File: src/rtl/muldiv_unit.sv
// muldiv_unit: iterative RV32M multiply/divide unit for the execute stage.
//
// One iteration per clock, 32 iterations per operation. Multiply is a
// shift-add on operand magnitudes; divide is restoring division on
// magnitudes. Signs are applied in FIX together with the output select.
//
// Handshake: start is a level held by EX until done. done is a one-cycle
// pulse with result valid in the same cycle. stall = start & ~done & ~flush
// holds the instruction in EX. flush aborts any operation without a done.
//
// Ports:
//   CLK        rising-edge clock
//   RST        asynchronous active-high reset
//   start      EX holds a valid M-extension instruction (level)
//   funct3     0 MUL, 1 MULH, 2 MULHSU, 3 MULHU, 4 DIV, 5 DIVU, 6 REM, 7 REMU
//   operand_a  rs1 after forwarding
//   operand_b  rs2 after forwarding
//   flush      squash EX, abort current operation
//   stall      combinational stall request to the pipeline
//   done       one-cycle completion pulse (registered)
//   result     registered result, held until the next done
module muldiv_unit (
    input  logic        CLK,
    input  logic        RST,
    input  logic        start,
    input  logic [2:0]  funct3,
    input  logic [31:0] operand_a,
    input  logic [31:0] operand_b,
    input  logic        flush,
    output logic        stall,
    output logic        done,
    output logic [31:0] result
);

    typedef enum logic [1:0] {IDLE, CALC, FIX} state_t;

    // state is kept as a plain internal signal so checkers can bind to it.
    state_t      state;
    logic [2:0]  op;
    logic [31:0] opnd;      // multiplicand (mul) or divisor (div) magnitude
    logic [63:0] acc;       // mul: {hi, multiplier/lo}; div: {rem, dividend/quotient}
    logic        neg_res;   // negate product / quotient
    logic        neg_rem;   // remainder takes sign of dividend
    logic [5:0]  cnt;

    logic        a_signed;
    logic        b_signed;
    logic        a_neg;
    logic        b_neg;
    logic [31:0] a_mag;
    logic [31:0] b_mag;
    logic        div_zero;
    logic        div_ovf;
    logic [32:0] sum;
    logic [63:0] shifted;
    logic [32:0] trial;
    logic [63:0] acc_next;
    logic [63:0] prod;
    logic [31:0] fix_val;

    assign stall = start & ~done & ~flush;

    // Operand decode, evaluated on the live inputs; only consumed in IDLE.
    always_comb begin
        a_signed = 1'b0;
        b_signed = 1'b0;
        case (funct3)
            3'd0, 3'd1, 3'd4, 3'd6: begin
                a_signed = 1'b1;
                b_signed = 1'b1;
            end
            3'd2: a_signed = 1'b1;
            default: ;
        endcase
        a_neg    = a_signed & operand_a[31];
        b_neg    = b_signed & operand_b[31];
        a_mag    = a_neg ? (32'd0 - operand_a) : operand_a;
        b_mag    = b_neg ? (32'd0 - operand_b) : operand_b;
        div_zero = funct3[2] && (operand_b == 32'd0);
        div_ovf  = (funct3 == 3'd4 || funct3 == 3'd6) &&
                   (operand_a == 32'h8000_0000) && (operand_b == 32'hFFFF_FFFF);
    end

    // One iteration of the datapath.
    always_comb begin
        sum     = {1'b0, acc[63:32]} + {1'b0, opnd};
        shifted = {acc[62:0], 1'b0};
        trial   = {1'b0, shifted[63:32]} - {1'b0, opnd};
        if (op[2]) begin
            // Borrow in trial[32] means the divisor did not fit: restore.
            acc_next = trial[32] ? shifted : {trial[31:0], shifted[31:1], 1'b1};
        end else begin
            // The carry out of the add becomes the new MSB after the shift.
            acc_next = acc[0] ? {sum, acc[31:1]} : {1'b0, acc[63:1]};
        end
    end

    // Sign fix and output select, applied to the final iteration's value so
    // result and done can both be registered on the edge entering FIX.
    always_comb begin
        prod = neg_res ? (64'd0 - acc_next) : acc_next;
        case (op)
            3'd0:                fix_val = prod[31:0];
            3'd1, 3'd2, 3'd3:    fix_val = prod[63:32];
            3'd4, 3'd5:          fix_val = neg_res ? (32'd0 - acc_next[31:0]) : acc_next[31:0];
            default:             fix_val = neg_rem ? (32'd0 - acc_next[63:32]) : acc_next[63:32];
        endcase
    end

    always_ff @(posedge CLK or posedge RST) begin
        if (RST) begin
            state   <= IDLE;
            op      <= 3'd0;
            opnd    <= 32'd0;
            acc     <= 64'd0;
            neg_res <= 1'b0;
            neg_rem <= 1'b0;
            cnt     <= 6'd0;
            done    <= 1'b0;
            result  <= 32'd0;
        end else begin
            case (state)
                IDLE: begin
                    done <= 1'b0;
                    cnt  <= 6'd0;
                    if (start && !flush) begin
                        op      <= funct3;
                        neg_res <= a_neg ^ b_neg;
                        neg_rem <= a_neg;
                        if (div_zero) begin
                            result <= funct3[1] ? operand_a : 32'hFFFF_FFFF;
                            done   <= 1'b1;
                            state  <= FIX;
                        end else if (div_ovf) begin
                            result <= funct3[1] ? 32'd0 : 32'h8000_0000;
                            done   <= 1'b1;
                            state  <= FIX;
                        end else begin
                            if (funct3[2]) begin
                                acc  <= {32'd0, a_mag};
                                opnd <= b_mag;
                            end else begin
                                acc  <= {32'd0, b_mag};
                                opnd <= a_mag;
                            end
                            state <= CALC;
                        end
                    end
                end
                CALC: begin
                    if (flush) begin
                        state <= IDLE;
                    end else begin
                        acc <= acc_next;
                        cnt <= cnt + 6'd1;
                        if (cnt == 6'd31) begin
                            result <= fix_val;
                            done   <= 1'b1;
                            state  <= FIX;
                        end
                    end
                end
                FIX: begin
                    done  <= 1'b0;
                    state <= IDLE;
                end
                default: begin
                    done  <= 1'b0;
                    state <= IDLE;
                end
            endcase
        end
    end

endmodule

File: config.mk
export PLATFORM = sky130hd
export DESIGN_NAME = muldiv_unit
export DESIGN_NICKNAME = d
export VERILOG_FILES = /design/src/rtl/muldiv_unit.sv
export SDC_FILE = /design/constraint.sdc
export NUM_CORES = 1
export LEC_CHECK = 0
export CAP_MARGIN = 20
export CORE_MARGIN = 4
export CORE_UTILIZATION = 50
export DETAILED_ROUTE_END_ITERATION = 6
export GPL_TIMING_DRIVEN = 0
export PLACE_DENSITY = 0.69
export SYNTH_ARGS = -nofsm -noshare
export SYNTH_HDL_FRONTEND = slang
export SYNTH_SLANG_ARGS = --single-unit
File: constraint.sdc
create_clock -name CLK -period 6.33 [get_ports CLK]
set_input_delay 0.9495 -clock CLK [delete_from_list [all_inputs] [get_ports CLK]]
set_output_delay 0.9495 -clock CLK [all_outputs]
set_load 0.05 [all_outputs]
======== Yosys cells after proc, flatten, opt, wreduce, memory -nomap -nowiden ========
Index checks and enable logic that the tools add are counted.
word-level totals
  memory bits (read-only) ................. 0
  word-level logic and storage cells ...... 108
  memories kept ........................... 0
  output and inout bits ................... 34
  bits in writable memories ............... 0
  flip-flop bits (word level) ............. 142
  input bits .............................. 71
  bits in latches ......................... 0
operators by class
  equal/unequal tests ..................... 20
  order comparisons ....................... 0
  multiplexer cells ....................... 40
  bitwise operators ....................... 9
  shift-type cells ........................ 0
  divide/modulo/power cells ............... 0
  reduce and logical (&&, ||, !) cells .... 22
  multipliers ............................. 0
  $add $sub $neg .......................... 8
operator list
  operator               count
  $mux 64                8
  $mux 32                13
  $pmux 64 s2            1
  $sub 1x32->32 const A  4
  $pmux 32 s3            1
  $eq 32x32->1 const B   2
  $pmux 32 s2            1
  $sub 1x64->64 const A  1
  $add 32x32->33         1
  $sub 32x32->33         1
  $logic_not 32->1       1
  $eq 3x3->1 const B     4
  $pmux 6 s2             1
  $mux 2                 5
  $ne 2x2->1 const B     5
  $reduce_and 5->1       2
  $eq 3x2->1 const B     3
  $reduce_and 2->1       4
  $mux 1                 7
  $add 6x1->6 const B    1
  $eq 3x1->1 const B     2
  $eq 6x5->1 const B     1
  $logic_not 3->1        2
  $mux 6                 1
  other kinds (17)       27

======== Longest topological paths before layout ========
  word-level depth ........................ 10
  gate-level depth with buffers ........... 23

======== Worst setup path before layout ========
No wires, ideal clock.
  kind .................................... register to register
  start point ............................. register op[2]
  end point ............................... register result[18]
  cell stages (with the launch flop) ...... 19
  required time ........................... 6.188 ns
  setup slack ............................. 1.534 ns
  path buffers ............................ 7
  period minus slack after synthesis ...... 4.796 ns
  data arrival time ....................... 4.653 ns
  setup time .............................. 0.142 ns
  cell sequence ........................... dfrtp_1 buf_1 buf_2 buf_1 clkbuf_1 buf_1 mux2i_1 ha_1 o211a_1 o211ai_1 nor4_1 nand4b_1 or2_2 clkbuf_1 clkbuf_1 o31ai_1 xnor2_1 a222oi_1 o221ai_1
on the way
  cells in the longest elaborated chain, start to end .. 7
  elaborated cells on any way between the ends .. 19
  those cells by class .................... add/sub: 3; eq/ne: 5; mux: 8; reduce/logical: 3
ends and longest elaborated chain
  element                                      line  RTL
  from (decl)                                  39    logic [2:0] op;
  from (signal assigned)                       127   op <= funct3;
  $mux 64                                      89    if (op[2]) begin
  $sub 1x64->64, or another cell as far along  101   prod = neg_res ? (64'd0 - acc_next) : acc_next;
  $mux 64, or another cell as far along        101
  $pmux 32 s3 *                                102   case (op)
  $mux 32 *                                    156   if (cnt == 6'd31) begin
  $mux 32 *                                    151   if (flush) begin
  $pmux 32 s2 *                                122   case (state)
  to (signal assigned)                         131   result <= funct3[1] ? operand_a : 32'hFFFF_FFFF;
  to (signal assigned)                         135   result <= funct3[1] ? 32'd0 : 32'h8000_0000;
  to (signal assigned)                         157   result <= fix_val;
  to (decl)                                    32    output logic [31:0] result
Every way passes the cells marked *; elsewhere a longest branch is shown, timed or not. The select of a mux whose other input is x is not followed.
A chain may end at the register's enable or synchronous reset.

======== Worst setup path after layout ========
  start point ............................. register opnd[27]
  end point ............................... register result[30]
on the way
  cells in the longest elaborated chain, start to end .. 9
  elaborated cells on any way between the ends .. 15
  those cells by class .................... add/sub: 5; mux: 10
ends and longest elaborated chain
  element                                           line    RTL
  from (decl)                                       40      logic [31:0] opnd;
  from (signal assigned)                            141     opnd <= b_mag;
  from (signal assigned)                            144     opnd <= a_mag;
  $sub 32x32->33 or $add 32x32->33 (tied branches)  88, 86
  $mux 64, on equally long branches                 91, 94
  $mux 64 *                                         89
  $sub 1x64->64, or another cell as far along       101
  $mux 64, or another cell as far along             101
  $pmux 32 s3 *                                     102
  $mux 32 *                                         156
  $mux 32 *                                         151
  $pmux 32 s2 *                                     122
Marks and branches as above.

==> impl_metrics.toml <==
[status]
status = "finished clean"

[power]
clkPwrFrac = 0.137
power.internal_mw = 3.418
switching_share = 0.5430
p_leak_nw = 7.376
power.density_nw_per_um2 = 417.6
comb_power_share = 0.672
switching_power_mw = 4.060
ir_drop_mv = 0.2495
pwr-share-seq = 0.191

[logic_synthesis]
syn_area_per_cell_um2 = 7.331
synth_seq_area_share = 0.2266
synth_cell_types = 100
ys_seq_elements = 142
synth-edff-count = 0
syn_nets = 2282
synth_warnings = 0
synthFlopType = "dfrtp_1"
netlist_instances = 2139
netlist_area_um2 = 15680
async_flop_share = 1.000

[detailed_routing]
postRouteAntennaNets = 0
wl_per_cell_um = 26.32
vias = 18000
wl_um = 70380
dr.pass1.iters = 6
drc = 0
first_iter_violations = 2438
via_per_inst = 6.730

[floorplan]
die_y_um = 185.1
die_w_um = 185.1
core-area_um2 = 30750
dieArea_um2 = 34260
initial_core_util = 0.5099
num_rows = 64
ios = 105

[finish]
postLayoutCellArea_um2 = 17910
fillers = 3062
final_common_cell = "nand2_1"
synthToLayoutAreaGrowth_pct = 14.21
seqCellArea_um2 = 3553
diodes = 0
final_cell_mix = "nand2_1, o21ai_0, a21oi_1"
drive_above_1_share = 0.05619
instances_no_fill = 2674
fin_nets = 2408
fin_util = 0.5824
multi_input_area_um2 = 11360

[clock_network]
clk_latency_ns = 0.46
path_clk_slew_ns = 0.06
cts_root_buf = "clkbuf_16"
cts_max_level = 4
cts_tree = "built"
cts_buffer_depth = 2
cts_buffers = 17
clock-sinks = 142

[worst_setup_path]
worstPathArrival_ns = 6.52
crit_path_end_kind = "register"
crit_slowest_cell = "a221oi_2"
start_kind = "register"
max_stage_delay_ns = 0.77
cp.required_ns = 6.63
path_cells = "inv_1 -> ha_1 -> a21oi_1 -> o21ai_0 -> a21o_1 -> nor2_1 -> a31oi_1 -> buf_2 -> a221oi_2 -> ha_1 -> and4_1 -> and4_1 -> nand4b_1 -> o41ai_1 -> xnor2_1 -> a221oi_1 -> nor3_1"
crit_fanout = 10
worst-setup-path-type = "reg2reg"

[timing]
rsz0062_at_grt = "false"
hold_violations = 0
post-route-min-period_ns = 6.224
fin_skew_ns = 0.01549
timing.setup.tns_ns = 0
slew_violations = 0
fin_ws_ns = 0.1055
maxSlewHeadroom = 0.3357
setup_viol = 0
max_freq_mhz = 160.7
tightest_slew_ns = 0.9904
period_share = 0.9833

[min_path]
hold_path.class = "reg2reg"

[grt]
antenna_found_initial = 1
grt_pass1_vias = 16770
grt_pass1_wl_um = 105500
grt_max_degree = 89
track_usage = 0.4066
grt_overflow = 0

[placed_design]
dp_slack_ns = -1.152
io_buffers = 103
placed_area_um2 = 17250
dp_cells = 2641
gp_congestion = 1.059
dp.final_hpwl_um = 57570

[run]
cap_viol_max_count = 0
[Yosys cell counts (all sizes together), types with 5 or more instances]
master  count  share of area
o21ai     258          0.083
o211ai     18         0.0089
a211oi     26          0.014
a31oi      24         0.0096
a221o       6         0.0038
a211o       7         0.0039
nand2     269          0.064
nand2b     17         0.0068
a21oi     190          0.061
nor3       68          0.023
a222oi      7         0.0045
nor2b       6         0.0029
and4        6         0.0034
or3         8         0.0032
a22o       22          0.012
and3       14         0.0062
nor4        8         0.0032
nor2      185          0.044
mux2        9         0.0065
mux2i      41          0.026
dfrtp     142           0.23
or4         9         0.0045
ha         70          0.056
o22ai      11         0.0044
xnor2      89          0.050
o211a       8         0.0051
or2        16         0.0064
a32oi       5         0.0028
a22oi       5         0.0024
buf        33          0.011
o221ai     20          0.012
nand4      27          0.011
a21o       35          0.017
xor2       87          0.049
inv        74          0.018
o21bai      8         0.0038
a221oi     17          0.011
o31ai      33          0.017
nand3      46          0.016
clkbuf    100          0.024
and2       20         0.0083
o41ai      12         0.0067
o21a       15         0.0073
[layout make-up]
type	count	area share
multi-input cells	1789	0.6344
well taps	396	0.02767
clock buffers	19	0.02473
inverters	75	0.01600
plain buffers	131	0.03004
clock inverters	13	0.007825
flip-flops and latches	142	0.1984
repair buffers	109	0.06092
[cell families after synthesis]
| logic type | Yosys count | share of synthesized area |
|---|---|---|
| compound gates | 769 | 0.3142 |
| simple gates | 722 | 0.2174 |
| buf+inv | 208 | 0.05243 |
| xor+xnor | 176 | 0.09831 |
| flops | 142 | 0.2266 |
| fa+ha+maj | 72 | 0.05841 |
| mux | 50 | 0.03264 |
[stage by stage]
stage | hold slack (ns) | power [mW]
final | 0.4936 | 7.478
after global routing | 0.5124 | 7.881
after CTS | 0.4946 | 7.244
after detailed placement | 0.4776 | 6.209
after global placement | 0.4601 | 6.135
after floorplan | 0.4433 | 4.726
[path summary, 6_finish.rpt]
kind                                         from  slack [ns]  depth (start not counted)                     end
max in group asynchronous                     RST        4.49                          3  result[21]$_DFFE_PP0P_
hold / removal             result[22]$_DFFE_PP0P_        0.49                          2  result[22]$_DFFE_PP0P_
setup reg to reg             opnd[27]$_DFFE_PP0P_        0.11                         17  result[30]$_DFFE_PP0P_
hold reg to reg            result[22]$_DFFE_PP0P_        0.49                          2  result[22]$_DFFE_PP0P_
setup / recovery             opnd[27]$_DFFE_PP0P_        0.11                         17  result[30]$_DFFE_PP0P_
min in group asynchronous                     RST        1.03                          2      cnt[5]$_DFFE_PP0P_
[worst max-delay path: cells and delay by family, from the launching register on]
family	cells	cell delay (ns)
and+or+nand+nor	5	1.38
adders and majority gates	2	0.83
AOI/OAI and AO/OA	7	2.84
xor gates and xnor gates	1	0.11
DFF	1	0.56
buffers and inverters	2	0.35
[power groups by stage]
stage | clock [mW] | sequential, mW | combinational [mW]
after floorplan | 0 | 1.29 | 3.44
after global placement | 0 | 1.41 | 4.73
after detailed placement | 0 | 1.41 | 4.80
after CTS | 1.02 | 1.40 | 4.83
after global routing | 1.07 | 1.43 | 5.38
final | 1.03 | 1.43 | 5.03
[per-layer routing]
| layer | part of all wire | GRT usage | routed length, um | vias up |
|---|---|---|---|---|
| met5 | 0.00014 | 0 | 10 | - |
| met3 | 0.12 | 0.1108 | 8332 | 187 |
| li1 | - | - | - | 8102 |
| met2 | 0.42 | 0.6077 | 29820 | 1114 |
| met1 | 0.41 | 0.5529 | 28570 | 8590 |
| met4 | 0.052 | 0.1773 | 3654 | 2 |
[flip-flops by register name, summed over array words and instances, names as in the netlist]
name     count
result      32
op           3
acc         64
done         1
opnd        32
state        2
cnt          6
neg_rem      1
neg_res      1
[repair_timing]
item                                    CTS  global route
hold buffers                              0             0
pin swaps                                 0             1
cloned                                    0             0
buffers inserted                          0             2
gates resized for setup                  10            11
endpoints found under the setup margin   16            12
(Power assumes the default switching activity.)
